### src/rtl/seq_gate_fsm_if.sv
// seq_gate_fsm_if: start/confirm inputs and status outputs of the sequence gate
interface seq_gate_fsm_if #(parameter int CNT_W = 8);
  logic a;
  logic b;
  logic y0;
  logic z;
  logic timeout_err;
  logic busy;
  logic [CNT_W-1:0] done_count;
  modport master (output a, b, input y0, z, timeout_err, busy, done_count);
  modport slave (input a, b, output y0, z, timeout_err, busy, done_count);
endinterface

### src/rtl/seq_gate_fsm.sv
// seq_gate_fsm: start/confirm handshake with timed y0 hold, completion pulse, timeout error and done counter
module seq_gate_fsm #(
  parameter int TIMEOUT = 8,
  parameter int HOLD_CYCLES = 1,
  parameter int AUTO_REARM = 0,
  parameter int CNT_W = 8
) (
  input logic clk,
  input logic reset,
  seq_gate_fsm_if.slave bus
);
  localparam int MX = TIMEOUT > HOLD_CYCLES ? TIMEOUT : HOLD_CYCLES;
  localparam int TW = $clog2(MX + 1);
  localparam logic [TW-1:0] TO_L = TW'(TIMEOUT - 1);
  localparam logic [TW-1:0] HD_L = TW'(HOLD_CYCLES - 1);
  typedef enum logic [2:0] {IDLE, WAIT_B, HOLD, FIN, ERR} state_t;
  state_t r_state, w_nxt;
  logic w_inc;
  logic [TW-1:0] r_timer;
  logic [CNT_W-1:0] r_cnt;
  logic r_y0, r_z, r_err, r_busy;
  // next state; b beats the timeout in WAIT_B, stray encodings fall back to IDLE
  always_comb begin
    w_nxt = IDLE;
    w_inc = 1'b0;
    case (r_state)
      IDLE:   w_nxt = bus.a ? WAIT_B : IDLE;
      WAIT_B: begin
        w_nxt = bus.b ? HOLD : (TIMEOUT != 0 && r_timer == TO_L) ? ERR : WAIT_B;
        w_inc = 1'b1;
      end
      HOLD:   begin
        w_nxt = r_timer == HD_L ? FIN : HOLD;
        w_inc = 1'b1;
      end
      FIN:    w_nxt = (AUTO_REARM != 0 && bus.a) ? WAIT_B : IDLE;
      ERR:    w_nxt = bus.a ? ERR : IDLE;
      default: w_nxt = IDLE;
    endcase
  end
  // state, timer (cleared on any state change), saturating count and outputs registered from next state
  always_ff @(posedge clk or posedge reset) begin
    if (reset) begin
      r_state <= IDLE;
      r_timer <= '0;
      r_cnt <= '0;
      r_y0 <= 1'b0;
      r_z <= 1'b0;
      r_err <= 1'b0;
      r_busy <= 1'b0;
    end else begin
      r_state <= w_nxt;
      r_timer <= (w_nxt != r_state) ? '0 : r_timer + TW'(w_inc);
      r_cnt <= (r_state == FIN && r_cnt != '1) ? r_cnt + CNT_W'(1) : r_cnt;
      r_y0 <= w_nxt == HOLD;
      r_z <= w_nxt == FIN;
      r_err <= w_nxt == ERR;
      r_busy <= w_nxt != IDLE;
    end
  end
  assign bus.y0 = r_y0;
  assign bus.z = r_z;
  assign bus.timeout_err = r_err;
  assign bus.busy = r_busy;
  assign bus.done_count = r_cnt;
endmodule

### src/flat_wrapper.sv
// flat-port wrapper written by rule: the top's interface ports become plain ports
module seq_gate_fsm_flat 
#(
  parameter int TIMEOUT = 8,
  parameter int HOLD_CYCLES = 1,
  parameter int AUTO_REARM = 0,
  parameter int CNT_W = 8
)
  (clk, reset, bus_a, bus_b, bus_y0, bus_z, bus_timeout_err, bus_busy, bus_done_count);
  seq_gate_fsm_if #(.CNT_W(CNT_W)) bus_i ();
  input logic clk;
  input logic reset;
  input wire logic [$bits(bus_i.a)-1:0] bus_a;
  input wire logic [$bits(bus_i.b)-1:0] bus_b;
  output wire logic [$bits(bus_i.y0)-1:0] bus_y0;
  output wire logic [$bits(bus_i.z)-1:0] bus_z;
  output wire logic [$bits(bus_i.timeout_err)-1:0] bus_timeout_err;
  output wire logic [$bits(bus_i.busy)-1:0] bus_busy;
  output wire logic [$bits(bus_i.done_count)-1:0] bus_done_count;
  assign bus_i.a = bus_a;
  assign bus_i.b = bus_b;
  assign bus_y0 = bus_i.y0;
  assign bus_z = bus_i.z;
  assign bus_timeout_err = bus_i.timeout_err;
  assign bus_busy = bus_i.busy;
  assign bus_done_count = bus_i.done_count;
  seq_gate_fsm #(.TIMEOUT(TIMEOUT), .HOLD_CYCLES(HOLD_CYCLES), .AUTO_REARM(AUTO_REARM), .CNT_W(CNT_W)) u_core (.clk(clk), .reset(reset), .bus(bus_i));
endmodule
### config.mk
export PLATFORM = sky130hd
export DESIGN_NAME = seq_gate_fsm_flat
export DESIGN_NICKNAME = d
export VERILOG_FILES = /design/src/rtl/seq_gate_fsm_if.sv /design/src/rtl/seq_gate_fsm.sv /design/src/flat_wrapper.sv
export SDC_FILE = /design/constraint.sdc
export NUM_CORES = 1
export LEC_CHECK = 0
export ABC_AREA = 1
export CORE_MARGIN = 4
export CORE_UTILIZATION = 55
export DETAILED_ROUTE_END_ITERATION = 12
export GPL_ROUTABILITY_DRIVEN = 1
export GPL_TIMING_DRIVEN = 1
export PLACE_DENSITY = 0.82
export SLEW_MARGIN = 20
export SYNTH_ARGS = -nofsm -noshare
export SYNTH_HDL_FRONTEND = slang
export SYNTH_SLANG_ARGS = --single-unit
export TNS_END_PERCENT = 50
### constraint.sdc
create_clock -name clk -period 2.5 [get_ports clk]
set_input_delay 0.25 -clock clk [delete_from_list [all_inputs] [get_ports clk]]
set_output_delay 0.25 -clock clk [all_outputs]
set_load 0.05 [all_outputs]
# == Yosys cells after proc, flatten, opt, wreduce, memory -nomap -nowiden ==
# Index checks and enable logic that the tools add are counted.
# word_totals
regBits,19
word_cells,32
# op_classes
add_sub_neg,2
n_eq_ne,10
n_mux,8
reduce_logical,5
# ops
cell,count
$eq 3x2->1 const B,4
$pmux 3 s4,1
$mux 3,3
$add 8x1->8 const B,1
$ne 8x8->1 const B,1
$eq 3x3->1 const B,2
$add 4x1->4,1
$eq 4x3->1 const B,1
$logic_not 4->1,1
$mux 4,1
$eq 3x1->1 const B,1
$logic_not 3->1,1
$mux 1,3
$ne 3x3->1,1
$reduce_bool 3->1,1
$reduce_or 2->1,1
$logic_and 1x1->1,1

# == Longest topological paths before layout ==
# Gate-level depths: netlist of run 1.
# logic_depth
depth_word,6
mapped_depth,8
ltp_nobuf,8

# == Worst setup path before layout of run 1 ==
# Ideal clock, no wire load.
# synth_timing
kind,register -> register
from,register u_core.r_cnt[0] (netlist: u_core.bus.done_count[0])
to,register u_core.r_cnt[5] (netlist: u_core.bus.done_count[5])
setup_time_ns,0.121
arrival_ns,1.598
t_required_ns,2.379
path_slack_ns,0.781
path_stages_with_launch,9
synth_period_minus_slack_ns,1.719
cell_sequence,dfrtp_1 ha_1 nand3_1 nor2_2 nand3_1 nand2_2 inv_4 nand2_1 o21ai_2
# synth_between
elab_chain_len,2
word_cells_on_any_way,3
# synth_lines
element,line,source
start: declaration,seq_gate_fsm.sv:20,logic [CNT_W-1:0] r_cnt;
start signal: assignment,seq_gate_fsm.sv:54,r_cnt <= (r_state == FIN && r_cnt != '1) ? r_cnt + CNT_W'(1) : r_cnt;
branches (longest 2 deep; another with $add 8x1->8),n/a,
# Parallel ways; which one is timed is not known.
# A chain may end at the register's enable or synchronous reset.

# == Worst setup path in the final report of run 1 ==
# layout_timing
from,register u_core.r_cnt[0] (netlist: u_core.bus.done_count[0])
to,output port bus_done_count[0]
# layout_lines
element,line,source
end: declaration,flat_wrapper.sv:19,output wire logic [$bits(bus_i.done_count)-1:0] bus_done_count;
# No word-level cell between the ends.

==> impl_metrics.yaml, run 1 <==
pwr:
  power.density_nw_per_um2: 1090
  ir_drop_mv: 0.6356
  p_leak_nw: 0.5640
synthesis:
  avgSynthCellArea_sq_um: 8.679
  yosys_warnings: 0
  postSynthCellCount: 111
  ys_types: 22
  syn-cell-area_sq_um: 963.4
  synth_edf_count: 0
  synth_fp_nets: 118
  async_reset_ff_share_pct: 100.0
  yosysSeqAreaShare_pct: 49.35
  yosys_register_bits: 19
  synth_area_leaders: "dfrtp_1, nand2_1, nor2_1, inv_1, nand3_1"
  synth.top_cell.area_share_pct: 49.35
  yosysTopAreaCell: "dfrtp_1"
  synthFlopType: "dfrtp_1"
route:
  wl_per_cell_microns: 12.37
  vias: 769
  wl_met3_microns: 93
  dr.pass1.iters: 4
  drc: 0
  drt-total-wl_microns: 1806
  routed.top_layer: "met4"
  vias_per_cell: 5.267
  postRouteAntennaNets: 0
  drtIter0Drc: 17
  dr_wl_met2_microns: 792
  wl_met1_microns: 888
clock_network:
  cts_tree: "built"
  cts-htree-levels: 1
  cts-resized-gates: 0
  clock_latency_ns: 0.31
  ctsRootBufferMaster: "clkbuf_4"
  cts-buffers-inserted: 3
  cts_hold_buf: 0
  clk_pin_slew_worst_paths_ns: 0.10
  cts_setup_buffers: 0
  cts.sinks: 19
  clock_path_buffers: 2
placement:
  routabilityCongestion: 0.7950
  place_area_sq_um: 1134
  io_buffers: 15
  dp_hpwl_microns: 1372
cells_and_area:
  nNetsFinal: 138
  regArea_sq_um: 475.5
  area_growth_pct: 20.39
  antenna_cells: 0
  design_area_sq_um: 1160
  drive_gt1_share_pct: 10.00
  utilization_pct: 73.57
  multiInputGateArea_sq_um: 436.7
  fillers: 124
die:
  row_count: 14
  design.core.area_sq_um: 1577
  chipHeight_microns: 49.86
  die_area_sq_um: 2486
  io_pins: 16
  start_util_pct: 61.11
  die_x_microns: 49.86
global_route:
  first_global_vias: 686
  grt_max_degree: 20
  grt-ovfl-total: 0
  antenna_found_initial: 0
  grt.total_usage_pct: 16.74
  grt_pass1_wl_microns: 3139
critical_path:
  rrSetupSlack_ns: 1.00
  cp.arrival_ns: 1.59
  worst-path-stages: 1
  r2r_cells: 8
  max_stage_delay_ns: 0.83
  cp_num_buf_inv: 1
  critical_path_class: "register to output pin"
  cp_slowest_cell: "clkdlybuf4s50_1"
  start_kind: "register"
  crit_family: "buffers and inverters"
  crit_fanout: 5
  cp_cell_sequence: "clkdlybuf4s50_1"
  critPathCaptureType: "output pin"
  cp.required_ns: 2.25
timing:
  clock.fmax_mhz: 544.7
  finalCritPeriodShare_pct: 73.43
  hold_violations: 0
  setup_viol: 0
  finClkSkew_ns: 0.005444
  worst_slew_pin_slew_ns: 0.7145
  report.final.slew_viol_count: 0
  fin_tns_setup_ns: 0
  fin_crit_ns: 1.836
  slew_headroom_pct: 52.32
  rsz0062_at_grt: "no"
status:
  status: "completed"
min_path:
  min_path_type: "input pin to asynchronous set/reset pin"
flow_run:
  maxCapViolations: 0
final timing paths:
kind | startpoint | end
max | u_core.bus.done_count[0] | bus_done_count[0]
min | reset | u_core.bus.done_count[6]
max reg2reg | u_core.bus.done_count[0] | u_core.bus.done_count[2]
min reg2reg | u_core.bus.done_count[7] | u_core.bus.done_count[7]
max in group asynchronous | reset | u_core.bus.z
min in group clk | u_core.bus.done_count[7] | u_core.bus.done_count[7]
Yosys cell counts, types with 2 or more instances:
cell / number
xnor2_1: 2
o21ai_0: 3
nand3_1: 8
o21ai_2: 2
o22ai_1: 2
nor2_2: 4
nand4_1: 2
inv_1: 12
ha_1: 3
nand2_1: 20
xor2_1: 4
dfrtp_1: 19
nor2_1: 17
nand3b_1: 4
nand2_2: 2
sequential cells by signal, indices dropped and copies added, names as in the netlist:
register,flops
u_core.bus.z,1
u_core.bus.busy,1
u_core.r_state,3
u_core.r_timer,4
u_core.bus.y0,1
u_core.bus.done_count,8
u_core.bus.timeout_err,1
layout by cell type (no fill, tap or decap):
master,Yosys,final
nand2_1,20,20
dfrtp_1,19,19
nor2_1,17,17
clkdlybuf4s50_1,0,15
inv_1,12,12
nand3_1,8,8
nor2_2,4,4
nand3b_1,4,4
xor2_1,4,4
o21ai_0,3,3
ha_1,3,3
clkbuf_4,0,3
nand2_2,2,2
o21ai_2,2,2
xnor2_1,2,2
nand4_1,2,2
o22ai_1,2,2
nor3_1,1,1
a21boi_0,1,1
inv_4,1,1
o21ai_1,1,1
o21bai_1,1,1
a21o_1,1,1
nand3_2,1,1
clkbuf_1,0,1
worst reg2reg max path: stages (launching register included):
cell	delay, ns
dfrtp_1	0.45
ha_1	0.22
nand3_1	0.10
nor2_2	0.12
nand3_1	0.11
nand2_2	0.18
inv_4	0.08
nand3b_1	0.08
nand2_1	0.05
stage by stage:
step	setup slack (ns)	hold WS (ns)	power, mW	std cells
5_1_grt	0.6105	0.3869	1.363	146
2_1_floorplan	0.7812	0.2011	0.9270	111
4_1_cts	0.6682	0.3559	1.277	146
3_3_place_gp	1.039	0.5326	1.102	142
6_report	0.6642	0.3457	1.264	146
3_5_place_dp	1.011	0.5332	1.118	142
cell type report:
type,instances,share of cell area [%]
Sequential cell,19,40.99
Inverter,13,4.423
Tap cell,16,1.726
Clock buffer,4,2.265
Timing Repair Buffer,15,12.95
Multi-Input combinational cell,79,37.65
where the power goes:
part | switching [mW] | internal (mW)
combinational | 0.418 | 0.214
clock | 0.0938 | 0.0624
sequential | 0.0870 | 0.389
total | 0.599 | 0.665
kinds of logic (layout without fill, tap and decap cells):
family	count (synthesis)	in the layout	synth area share, %
and+or+nand+nor	59	59	28.44
DFF	19	19	49.35
buffers and inverters	13	32	5.325
AOI/OAI and AO/OA	11	11	7.533
xor gates and xnor gates	6	6	5.455
adders and majority gates	3	3	3.897
layer usage:
metal | up-vias | track usage (%)
met5 | - | 0
li1 | 396 | -
met2 | 21 | 24.45
met4 | 0 | 6.912
met1 | 347 | 23.27
met3 | 5 | 4.518
Note: power is estimated with default switching activity, not from simulation.
==> run 2, diff against run 1 <==
--- a/config.mk
+++ b/config.mk
@@ -7,11 +7,11 @@
 export LEC_CHECK = 0
 export ABC_AREA = 1
 export CORE_MARGIN = 4
-export CORE_UTILIZATION = 55
+export CORE_UTILIZATION = 46
 export DETAILED_ROUTE_END_ITERATION = 12
 export GPL_ROUTABILITY_DRIVEN = 1
 export GPL_TIMING_DRIVEN = 1
-export PLACE_DENSITY = 0.82
+export PLACE_DENSITY = 0.73
 export SLEW_MARGIN = 20
 export SYNTH_ARGS = -nofsm -noshare
 export SYNTH_HDL_FRONTEND = slang
==> constraint.sdc (replaced) <==
create_clock -name clk -period 1.6 [get_ports clk]
set_input_delay 0.16 -clock clk [delete_from_list [all_inputs] [get_ports clk]]
set_output_delay 0.16 -clock clk [all_outputs]
set_load 0.05 [all_outputs]
==> run 2 against run 1 <==
Against the previous run: sequential share of layout area rose by 0.17 points; count of clock-buffer cells in the layout did not move; critical endpoint is now u_core.bus.done_count[3]; total power increased by 54%; sequential power rose by 58%; design area rose by 0.11%; register-to-register slack worse by 0.80 ns; critical path depth grew 6; clock power grew 47%; worst hold slack worse by 0.17 ns; first-iteration DRC count is 29% lower.
==> impl_metrics.yaml, run 2 (synthesis results as in run 1) <==
status:
  status: "completed"
cells_and_area:
  largest_reg_flops: 8
  antenna_cells: 0
  final_common_cell: "nand2_1"
  multiInputGateArea_sq_um: 436.7
  mostFrequentLayoutCells: "nand2_1, nor2_1, dfrtp_1"
  area_growth_pct: 20.52
  finalNonFillerCells: 159
  nNetsFinal: 140
  utilization_pct: 58.59
  design_area_sq_um: 1161
  regArea_sq_um: 478.0
  fillers: 175
  drive_gt1_share_pct: 21.97
route:
  drt-total-wl_microns: 1746
  drc: 0
  vias_per_cell: 4.780
  vias: 760
  drtIter0Drc: 12
  dr.pass1.iters: 4
  postRouteAntennaNets: 0
  wl_per_cell_microns: 10.98
placement:
  routabilityCongestion: 0.8854
  io_buffers: 15
  placedCellCount: 155
  post-place-ws_ns: 0.2024
  place_area_sq_um: 1135
  dp_hpwl_microns: 1370
global_route:
  use_met2_pct: 24.40
  first_global_vias: 732
  met3_usage_pct: 2.770
  top_usage_layer: "met2"
  grt_util_met1_pct: 17.30
  grt_max_degree: 20
  antenna_found_initial: 0
  grt_pass1_wl_microns: 3029
  grt.total_usage_pct: 14.55
  grt-ovfl-total: 0
pwr:
  switching_share_pct: 47.19
  totalPowerFinal_mw: 1.949
  p_leak_nw: 0.5911
  combPwrFrac_pct: 49.8
  p_int_mw: 1.030
  power.density_nw_per_um2: 1679
  power_frac_seq_pct: 38.5
  switchingPower_mw: 0.9199
  ir_drop_mv: 1.079
  clkPwrFrac_pct: 11.8
die:
  row_count: 16
  design.core.area_sq_um: 1982
  die_area_sq_um: 2891
  die_x_microns: 53.77
  io_pins: 16
  start_util_pct: 48.61
  chipHeight_microns: 53.77
critical_path:
  crit_fanout: 7
  r2r_cells: 7
  critical_path_class: "register to register"
  critPathCaptureType: "register"
  start_kind: "register"
  cp.required_ns: 1.78
  cp.arrival_ns: 1.59
  rrSetupSlack_ns: 0.20
timing:
  finClkSkew_ns: 0.001089
  worst_slew_pin_slew_ns: 0.2378
  slew_headroom_pct: 84.15
  rsz0062_at_grt: "no"
  finalCritPeriodShare_pct: 87.77
  fin_crit_ns: 1.404
  clock.fmax_mhz: 712.1
  holdWs_ns: 0.1768
  report.final.slew_viol_count: 0
  setup_viol: 0
  fin_tns_setup_ns: 0
  setup_slack_ns: 0.1956
  hold_violations: 0
clock_network:
  clk_pin_slew_worst_paths_ns: 0.10
  cts_tree: "built"
  ctsRootBufferMaster: "clkbuf_4"
  cts-resized-gates: 0
  cts-htree-levels: 1
  cts_setup_buffers: 0
  cts_hold_buf: 0
  cts.sinks: 19
  clock_path_buffers: 2
  clock_latency_ns: 0.28
  cts-buffers-inserted: 3
flow_run:
  maxCapViolations: 0
min_path:
  min_path_type: "input pin to asynchronous set/reset pin"
run 2: critical path, stage by stage (launching register included):
cell and delay (ns):
dfrtp_2 0.45, ha_1 0.23, nand3_1 0.10, nor2_2 0.04
nand3_1 0.09, nand2_2 0.13, o21ai_0 0.18, nand2_1 0.07
run 2: final cells by class:
class                   count  share of cell area (%)
inverters                  13                   4.418
clock buffers               4                   2.263
flip-flops and latches     19                   41.16
well taps                  27                   2.909
repair buffers             17                   11.64
multi-input cells          79                   37.61
run 2: power groups by stage:
stage | clock network [mW] | registers, mW | logic, mW
6_report | 0.229 | 0.750 | 0.970
5_1_grt | 0.265 | 0.774 | 1.08
4_1_cts | 0.250 | 0.747 | 0.984
3_5_place_dp | 0 | 0.756 | 0.980
3_3_place_gp | 0 | 0.751 | 0.968
2_1_floorplan | 0 | 1.03 | 0.428
run 2: per-layer routing:
layer	vias up	wire (microns)
li1	401	-
met1	346	803
met2	11	860
met3	2	72
met4	0	10
met5	-	0
run 2: path summary, 6_finish.rpt:
path | endpoint | startpoint
min in group clk | u_core.bus.done_count[0] | u_core.bus.done_count[0]
max in group asynchronous | u_core.bus.done_count[1] | reset
min | u_core.bus.z | reset
min reg2reg | u_core.bus.done_count[0] | u_core.bus.done_count[0]
max reg2reg | u_core.bus.done_count[3] | u_core.bus.done_count[0]
max | u_core.bus.done_count[3] | u_core.bus.done_count[0]
==> run 3, diff against run 2 <==
--- a/config.mk
+++ b/config.mk
@@ -12,6 +12,7 @@
 export GPL_ROUTABILITY_DRIVEN = 1
 export GPL_TIMING_DRIVEN = 1
 export PLACE_DENSITY = 0.73
+export SKIP_CTS_REPAIR_TIMING = 1
 export SLEW_MARGIN = 20
 export SYNTH_ARGS = -nofsm -noshare
 export SYNTH_HDL_FRONTEND = slang
==> results of run 3 <==
The final DEF is identical to that of run 2; final timing and power are the same.
